`config.mk`:
```
export PLATFORM = sky130hd
export DESIGN_NAME = mac_accum_pipe
export DESIGN_NICKNAME = d
export VERILOG_FILES = /design/src/rtl/mac_pkg.sv /design/src/rtl/mac_addertree_pipe.sv /design/src/rtl/mac_accum_pipe.sv
export SDC_FILE = /design/constraint.sdc
export NUM_CORES = 2
export LEC_CHECK = 0
export CAP_MARGIN = 5
export CORE_ASPECT_RATIO = 0.5
export CORE_UTILIZATION = 63
export DETAILED_ROUTE_END_ITERATION = 16
export PLACE_DENSITY = 0.82
export SLEW_MARGIN = 20
export SYNTH_ARGS = -nofsm -noshare
export SYNTH_HDL_FRONTEND = slang
export SYNTH_HIERARCHICAL = 1
export SYNTH_SLANG_ARGS = --single-unit
```
`constraint.sdc`:
```
create_clock -name clk -period 23.2 [get_ports clk]
set_input_delay 3.48 -clock clk [delete_from_list [all_inputs] [get_ports clk]]
set_output_delay 3.48 -clock clk [all_outputs]
set_load 0.05 [all_outputs]
```
`src/rtl/mac_pkg.sv`:
```
// rtl/mac_pkg.sv - shared defaults, tree width helper and saturation limits for the MAC pipe
package mac_pkg;

  localparam int DEF_LANES     = 9;
  localparam int DEF_IN_W      = 8;
  localparam int DEF_BIAS_W    = 16;
  localparam int DEF_ACC_W     = 32;
  localparam int DEF_OUT_W     = 13;
  localparam int DEF_SHIFT     = 6;
  localparam int DEF_ROUND     = 0;
  localparam int DEF_TREE_PIPE = 2;

  localparam int LIM_W = 64;

  // Exact width of a sum of `lanes` signed products of two in_w-bit operands.
  function automatic int tree_sum_w(input int lanes, input int in_w);
    return 2 * in_w + $clog2(lanes);
  endfunction

  function automatic logic signed [LIM_W-1:0] sat_max(input int w);
    return signed'((64'd1 << (w - 1)) - 64'd1);
  endfunction

  function automatic logic signed [LIM_W-1:0] sat_min(input int w);
    return ~sat_max(w);
  endfunction

  localparam logic signed [LIM_W-1:0] DEF_ACC_MAX = sat_max(DEF_ACC_W);
  localparam logic signed [LIM_W-1:0] DEF_ACC_MIN = sat_min(DEF_ACC_W);
  localparam logic signed [LIM_W-1:0] DEF_OUT_MAX = sat_max(DEF_OUT_W);
  localparam logic signed [LIM_W-1:0] DEF_OUT_MIN = sat_min(DEF_OUT_W);

endpackage

```
`src/rtl/mac_addertree_pipe.sv`:
```
// rtl/mac_addertree_pipe.sv - pipelined signed binary adder tree with a shared stage enable
module mac_addertree_pipe
  import mac_pkg::*;
#(
  parameter int LANES     = DEF_LANES,
  parameter int W         = 2 * DEF_IN_W,
  parameter int TREE_PIPE = DEF_TREE_PIPE,
  localparam int SW       = W + $clog2(LANES)
) (
  input  logic                    clk,
  input  logic                    en,
  input  logic [LANES*W-1:0]      operands,
  output logic signed [SW-1:0]    sum
);

  localparam int LEVELS = (LANES > 1) ? $clog2(LANES) : 1;
  // One spare zero entry lets every level add pairs without an odd-lane guard.
  localparam int NE = LANES + 1;

  logic [NE*SW-1:0]    lvl [LEVELS+1];
  logic [LANES*SW-1:0] ext;

  always_comb begin
    ext = '0;
    for (int i = 0; i < LANES; i++) begin
      ext[i*SW +: SW] = SW'(signed'(operands[i*W +: W]));
    end
  end

  assign lvl[0] = {{SW{1'b0}}, ext};

  for (genvar l = 0; l < LEVELS; l++) begin : g_lvl
    // Registers are spread evenly over the levels; extra ones stack up where the division lands.
    localparam int NREG = ((l + 1) * TREE_PIPE) / LEVELS - (l * TREE_PIPE) / LEVELS;

    logic [NE*SW-1:0] sums;

    always_comb begin
      sums = '0;
      for (int i = 0; i < NE / 2; i++) begin
        sums[i*SW +: SW] = lvl[l][2*i*SW +: SW] + lvl[l][(2*i+1)*SW +: SW];
      end
    end

    if (NREG == 0) begin : g_comb
      assign lvl[l+1] = sums;
    end else begin : g_reg
      logic [NE*SW-1:0] pipe [NREG];

      always_ff @(posedge clk) begin
        if (en) begin
          pipe[0] <= sums;
          for (int k = 1; k < NREG; k++) begin
            pipe[k] <= pipe[k-1];
          end
        end
      end

      assign lvl[l+1] = pipe[NREG-1];
    end
  end

  logic unused_hi;
  assign unused_hi = ^lvl[LEVELS][NE*SW-1:SW];

  assign sum = signed'(lvl[LEVELS][SW-1:0]);

endmodule

```
`src/rtl/mac_accum_pipe.sv`:
```
// rtl/mac_accum_pipe.sv - LANES-wide signed MAC with pipelined tree, group accumulator and saturating output
module mac_accum_pipe
  import mac_pkg::*;
#(
  parameter int LANES     = DEF_LANES,
  parameter int IN_W      = DEF_IN_W,
  parameter int BIAS_W    = DEF_BIAS_W,
  parameter int ACC_W     = DEF_ACC_W,
  parameter int OUT_W     = DEF_OUT_W,
  parameter int SHIFT     = DEF_SHIFT,
  parameter int ROUND     = DEF_ROUND,
  parameter int TREE_PIPE = DEF_TREE_PIPE
) (
  input  logic                    clk,
  input  logic                    reset,
  input  logic                    in_valid,
  output logic                    in_ready,
  input  logic                    in_first,
  input  logic                    in_last,
  input  logic [LANES*IN_W-1:0]   multiplicand,
  input  logic [LANES*IN_W-1:0]   multiplier,
  input  logic [BIAS_W-1:0]       bias,
  output logic                    out_valid,
  input  logic                    out_ready,
  output logic [OUT_W-1:0]        out_data,
  output logic                    out_sat,
  output logic                    err_seq
);

  localparam int PW  = 2 * IN_W;
  localparam int SW  = tree_sum_w(LANES, IN_W);
  localparam int AW1 = ACC_W + 1;

  localparam logic signed [AW1-1:0] ACC_HI = AW1'(sat_max(ACC_W));
  localparam logic signed [AW1-1:0] ACC_LO = AW1'(sat_min(ACC_W));
  localparam logic signed [AW1-1:0] OUT_HI = AW1'(sat_max(OUT_W));
  localparam logic signed [AW1-1:0] OUT_LO = AW1'(sat_min(OUT_W));
  localparam logic signed [AW1-1:0] RND    =
    (ROUND != 0 && SHIFT > 0) ? (AW1'(1) << (SHIFT > 0 ? SHIFT - 1 : 0)) : '0;

  logic en;
  assign en       = ~out_valid | out_ready;
  assign in_ready = en;

  // Operand capture stage
  logic                  i_valid, i_first, i_last;
  logic [BIAS_W-1:0]     i_bias;
  logic [LANES*IN_W-1:0] i_mcand, i_mplier;

  always_ff @(posedge clk) begin
    if (reset) begin
      i_valid <= 1'b0;
    end else if (en) begin
      i_valid  <= in_valid;
      i_first  <= in_first;
      i_last   <= in_last;
      i_bias   <= in_first ? bias : '0;
      i_mcand  <= multiplicand;
      i_mplier <= multiplier;
    end
  end

  logic [LANES*PW-1:0] prod;

  always_comb begin
    prod = '0;
    for (int i = 0; i < LANES; i++) begin
      prod[i*PW +: PW] = PW'(signed'(i_mcand[i*IN_W +: IN_W])) *
                         PW'(signed'(i_mplier[i*IN_W +: IN_W]));
    end
  end

  // Product stage
  logic                s0_valid, s0_first, s0_last;
  logic [BIAS_W-1:0]   s0_bias;
  logic [LANES*PW-1:0] s0_prod;

  always_ff @(posedge clk) begin
    if (reset) begin
      s0_valid <= 1'b0;
    end else if (en) begin
      s0_valid <= i_valid;
      s0_first <= i_first;
      s0_last  <= i_last;
      s0_bias  <= i_bias;
      s0_prod  <= prod;
    end
  end

  logic signed [SW-1:0] tree_sum;

  mac_addertree_pipe #(
    .LANES     (LANES),
    .W         (PW),
    .TREE_PIPE (TREE_PIPE)
  ) u_tree (
    .clk      (clk),
    .en       (en),
    .operands (s0_prod),
    .sum      (tree_sum)
  );

  // Control rides alongside the tree registers
  logic [TREE_PIPE-1:0] t_valid, t_first, t_last;
  logic [BIAS_W-1:0]    t_bias [TREE_PIPE];

  always_ff @(posedge clk) begin
    if (reset) begin
      t_valid <= '0;
    end else if (en) begin
      t_valid[0] <= s0_valid;
      t_first[0] <= s0_first;
      t_last[0]  <= s0_last;
      t_bias[0]  <= s0_bias;
      for (int k = 1; k < TREE_PIPE; k++) begin
        t_valid[k] <= t_valid[k-1];
        t_first[k] <= t_first[k-1];
        t_last[k]  <= t_last[k-1];
        t_bias[k]  <= t_bias[k-1];
      end
    end
  end

  logic              a_valid, a_first, a_last;
  logic [BIAS_W-1:0] a_bias;

  assign a_valid = t_valid[TREE_PIPE-1];
  assign a_first = t_first[TREE_PIPE-1];
  assign a_last  = t_last[TREE_PIPE-1];
  assign a_bias  = t_bias[TREE_PIPE-1];

  logic signed [ACC_W-1:0] acc;
  logic                    open, sticky;

  logic                  eff_first, frame_err, acc_ovf, sticky_next, clip;
  logic signed [AW1-1:0] base, acc_sum, acc_sat, rnd_sum, shifted;
  logic [OUT_W-1:0]      out_next;

  always_comb begin
    // A beat without an open group starts one; the bias register is already zero then.
    eff_first   = a_first | ~open;
    frame_err   = a_first ? open : ~open;
    base        = eff_first ? AW1'(signed'(a_bias)) : AW1'(acc);
    acc_sum     = base + AW1'(tree_sum);
    acc_sat     = acc_sum;
    acc_ovf     = 1'b0;
    if (acc_sum > ACC_HI) begin
      acc_sat = ACC_HI;
      acc_ovf = 1'b1;
    end else if (acc_sum < ACC_LO) begin
      acc_sat = ACC_LO;
      acc_ovf = 1'b1;
    end
    sticky_next = (eff_first ? 1'b0 : sticky) | acc_ovf;

    rnd_sum  = acc_sat + RND;
    shifted  = rnd_sum >>> SHIFT;
    clip     = 1'b1;
    out_next = OUT_W'(shifted);
    if (shifted > OUT_HI) begin
      out_next = OUT_W'(OUT_HI);
    end else if (shifted < OUT_LO) begin
      out_next = OUT_W'(OUT_LO);
    end else begin
      clip = 1'b0;
    end
  end

  always_ff @(posedge clk) begin
    if (reset) begin
      acc       <= '0;
      open      <= 1'b0;
      sticky    <= 1'b0;
      out_valid <= 1'b0;
      out_data  <= '0;
      out_sat   <= 1'b0;
      err_seq   <= 1'b0;
    end else if (en) begin
      err_seq   <= a_valid & frame_err;
      out_valid <= a_valid & a_last;
      if (a_valid) begin
        acc    <= ACC_W'(acc_sat);
        open   <= ~a_last;
        sticky <= a_last ? 1'b0 : sticky_next;
        if (a_last) begin
          out_data <= out_next;
          out_sat  <= clip | sticky_next;
        end
      end
    end else begin
      err_seq <= 1'b0;
    end
  end

endmodule
```
==> Yosys cells after proc, flatten, opt, wreduce, memory -nomap -nowiden <==
Memory sizes are Yosys's and may differ from the RTL's.
Index checks and enable logic that the tools add are counted.
{ "op_classes": {"magnitude_cmp": 4, "mul": 9, "n_mux": 16, "add_sub_neg": 14, "bitwise_logic": 11, "n_reduce_logical": 4} }
{ "ops": {"columns": ["operator", "n"], "rows": [
  ["multiplier 8 x 8 -> 16 bit", 9],
  ["adder 20 bit", 5],
  ["2-to-1 mux 33 bit", 3],
  ["adder 16 x 16 -> 17 bit", 4],
  ["adder 20 bit, both inputs constant", 3],
  ["adder 33 x 20 -> 33 bit", 1],
  ["> comparator 33 x 32 -> 1 bit, second input constant", 1],
  ["< comparator 33 x 32 -> 1 bit, second input constant", 1],
  ["> comparator 27 x 13 -> 1 bit, second input constant", 1],
  ["< comparator 27 x 13 -> 1 bit, second input constant", 1],
  ["2-to-1 mux 13 bit", 2],
  ["adder 20 bit, second input constant", 1],
  ["2-to-1 mux 1 bit", 11],
  ["NOT 1 bit", 5],
  ["OR 1 bit", 4],
  ["AND reduction 2 bit", 2],
  ["AND reduction 3 bit", 1],
  ["bitwise AND 1 bit", 2],
  ["OR reduction 2 bit", 1]
]} }
{ "totals": {"register_bits": 382, "ram_bits": 152, "input_bits": 166, "mem_count": 3, "elab_cells": 82} }
{ "memory_table": {"columns": ["name", "words", "width", "read_ports", "rd_clocked_by_memory_dff", "write_ports", "line", "rtl"], "rows": [
  ["u_tree.g_lvl[1].g_reg.pipe", 1, 60, 1, 0, 1, "mac_addertree_pipe.sv:48", "logic [NE*SW-1:0] pipe [NREG];"],
  ["u_tree.g_lvl[3].g_reg.pipe", 1, 60, 1, 0, 1, "mac_addertree_pipe.sv:48", null],
  ["t_bias", 2, 16, 2, 0, 2, "mac_accum_pipe.sv:105", "logic [BIAS_W-1:0] t_bias [TREE_PIPE];"]
]} }

==> Longest topological paths before layout <==
{ "logic_depth": {"depth_word": 11, "ltp_mapped": 22, "mapped_depth_nobuf": 22} }

==> Hierarchy <==
Netlist, hierarchy kept.
{ "by_module_without_submodules": {"columns": ["module", "area_per_inst_um2", "instances", "cells_each", "seq_area_each_um2"], "rows": [
  ["mac_accum_pipe", 36555.1, 1, 3269, 11891.4],
  ["mac_addertree_pipe", 7005.5, 1, 679, 2162.1]
]} }

==> Worst setup path after synthesis <==
No wires, ideal clock.
{ "synth_timing": {"kind": "input port to flip-flop", "start": "input port reset", "end": "register i_bias[0], enable pin", "path_buffers": 3, "setup_slack_ns": 3.235, "arrival_time_ns": 18.876, "setup_time_ns": 1.089, "stages": 4, "path_cell_list": "buf_6 -> clkbuf_8 -> clkbuf_1 -> nor2_1"} }
{ "synth_between": {"elab_chain_len": 2} }
{ "synth_rtl": {"columns": ["element", "line", "rtl"], "rows": [
  ["from (decl)", "mac_accum_pipe.sv:15", "input logic reset,"],
  ["NOT 1 bit (no source line)", null, null],
  ["AND reduction 2 bit (no source line)", null, null],
  ["to (signal assigned)", "mac_accum_pipe.sv:57", "i_bias <= in_first ? bias : '0;"],
  ["to (decl)", "mac_accum_pipe.sv:47", "logic [BIAS_W-1:0] i_bias;"]
]} }
No other way between the ends.
A chain may end at the register's enable or synchronous reset.

==> Worst setup path in the final report <==
{ "layout_timing": {"start": "input port out_ready", "end": "output port in_ready"} }
{ "layout_between": {"elab_chain_len": 1} }
{ "layout_rtl": {"columns": ["element", "line", "rtl"], "rows": [
  ["from (decl)", "mac_accum_pipe.sv:24", "input logic out_ready,"],
  ["OR 1 bit", "mac_accum_pipe.sv:42", "assign en = ~out_valid | out_ready;"],
  ["to (decl)", "mac_accum_pipe.sv:17", "output logic in_ready,"]
]} }
No other way between the ends.

==> results.toml <==
[job]
drv_cap = 0

[detailed_routing]
post_drt_wl_per_cell_um = 17.34
drt_pass1_iterations = 5
drc_errors = 0
via_per_inst = 5.537
num_vias = 28090
antenna_left = 0
wl_um = 87960
drt_iter0_drc = 2253

[setup_path]
cpPeakStageDelay_ps = 740
cp_slowest_cell = "clkdlybuf4s50_1"
cp-start-kind = "primary input"
worstPathCellList = "clkdlybuf4s50_1 > nor2b_1 > inv_2 > clkdlybuf4s50_1"
cp_data_required_time_ps = 19720
crit_fanout = 6
cp.arrival_ps = 5220
crit_family = "buffers and inverters"
crit_path_frequent_cell = "clkdlybuf4s50_1"
crit_type = "in -> out"
path_buf_inv = 3
end_kind = "output port"

[die]
die_width_um = 373.9
row_count = 67
dieArea_mm2 = 0.07026
start_util_pct = 64.39
fp.coreArea_mm2 = 0.06765
ios = 183
die_h_um = 187.9

[logic_synthesis]
syn_area_mm2 = 0.04356
yosys-top-cells-area = "edfxtp_1 (30%), fa_1 (27%), ha_1 (10%), inv_1 (6.4%), and2_1 (5.1%)"
syn-instance-count = 3948
syn_nets = 5042
ys_async_sr_fraction_pct = 0
ys.flop_type = "edfxtp_1"
syn_area_per_cell_um2 = 11.03
synth_top_area_cell = "edfxtp_1"
ys_types = 86
seq_area_frac_synth_pct = 32.26
yosysWarnings = 6
synth_top_area_share_pct = 29.78
synth_enable_flop_cells = 432
ys_ff_latch = 486

[global_route]
grt_max_degree = 184
gr-total-overflow = 0
busiest_layer = "met2"
grt_pass1_wl_um = 147700
antenna_found_initial = 5
use_met1_pct = 35.79
global_route.usage.met2_pct = 43.26
grt_pass1_vias = 29890
grt_usage_pct = 26.11
met3_usage_pct = 4.091

[clock_tree]
cts_tree = "built"
postCtsHoldBufs = 0
numCtsBuffers = 47
clock_sinks = 486
clk_transition_reported_paths_ps = 70
htree_num_levels = 2
cts-resized-gates = 0
post_cts_buffers = 0
clk_latency_ps = 640
clock-root-buffer = "clkbuf_16"
cts_buffer_depth = 3

[finish]
finalInstanceArea_mm2 = 0.04800
layout.nets = 5225
area_delta_synth_final_pct = 10.20
layout_commonest_cell = "inv_1"
drive_gt1_share_pct = 3.693
layout_common_cells = "inv_1 (742), fa_1 (581), edfxtp_1 (432), and2_1 (354), ha_1 (347)"

[timing]
period_minus_slack_ps = 8702
slew_headroom_pct = 28.34
hold_slack_ps = 418.6
report.final.slew_viol_count = 0
rsz0062_at_grt = "no"
final.period_utilization_pct = 37.51
fmax_ghz = 0.1149
fin_worst_skew_ps = 46.56
finalHoldViolCount = 0
tns_ps = 0
finalSetupViolCount = 0
worst_pin_slew_ps = 1075
worst_slack_ps = 14500

[placement]
dp_hpwl_um = 68740
port_buffers = 182
gp_congestion = 0.9274
dp_slack_ps = 14490
dpl-instance-area_mm2 = 0.04625

[status]
run_status = "finished clean"

[min_path]
hold_path.class = "reg -> reg"
synthesized netlist by cell type (all sizes together) (44+ instances only):
cell type	number
inv	742
o21ai	112
a21oi	122
ha	347
fa	581
edfxtp	432
nor2	194
and2	355
clkbuf	44
nand2b	85
xnor2	176
nor3	50
nand2	298
dfxtp	54
area by class of cell:
cell class                      count  area [um^2]
Multi-Input combinational cell   2665        26410
Fill cell                        4647        19650
Sequential cell                   486        14050
Inverter                          743         2789
Timing Repair Buffer              188         1878
Clock buffer                       55         1246
Tap cell                          897         1122
Clock inverter                     33        495.5
Antenna cell                        5        12.51
sequential cells by signal, summed over array words and instances (netlist names), 2 cells and up:
name / count
acc: 32
i_bias: 16
i_mcand: 72
i_mplier: 72
out_data: 13
s0_bias: 16
s0_prod: 144
t_bias: 32
t_first: 2
t_last: 2
t_valid: 2
u_tree/g_lvl.g_reg.pipe: 72
stage by stage:
| step | utilization [%] | std cells |
|---|---|---|
| detailed placement | 68.36 | 4979 |
| CTS | 70.94 | 5067 |
| global route | 70.96 | 5072 |
| floorplan | - | 3948 |
| finish | 70.96 | 5072 |
| global placement | 68.36 | 4979 |
logic make-up (layout without fill, tap and decap cells):
group	Yosys count	after routing	share of synthesized area, %
AOI/OAI and AO/OA	437	437	6.698
adders and majority gates	928	928	36.67
and+or+nand+nor	1069	1069	12.48
DFF	486	486	32.26
other	0	5	0
buffers and inverters	797	1019	7.138
xor gates and xnor gates	211	211	4.242
muxes	20	20	0.5084
metal layers:
layer | share of wire (%) | vias to the layer above | routed length, um
met5 | 0 | - | 0
met4 | 2.7 | 0 | 2406
met3 | 6.0 | 146 | 5288
met2 | 49 | 808 | 42790
met1 | 43 | 14060 | 37470
li1 | - | 13070 | -
worst paths after layout:
path | start | end | slack, ps | depth (start not counted)
worst max-delay path | out_ready | in_ready | 14500 | 4
worst min-delay path | s0_bias[12]$_DFFE_PP_ | t_bias[0][12]$_DFFE_PP_ | 420 | 0
worst max register to register | t_first[1]$_DFFE_PP_ | acc[22]$_SDFFE_PP0P_ | 17850 | 14
worst min register to register | s0_bias[12]$_DFFE_PP_ | t_bias[0][12]$_DFFE_PP_ | 420 | 0
Power is left out: the tool's default activity adds up to more than one toggle a clock period on the data nets, which glitch-free logic cannot reach.
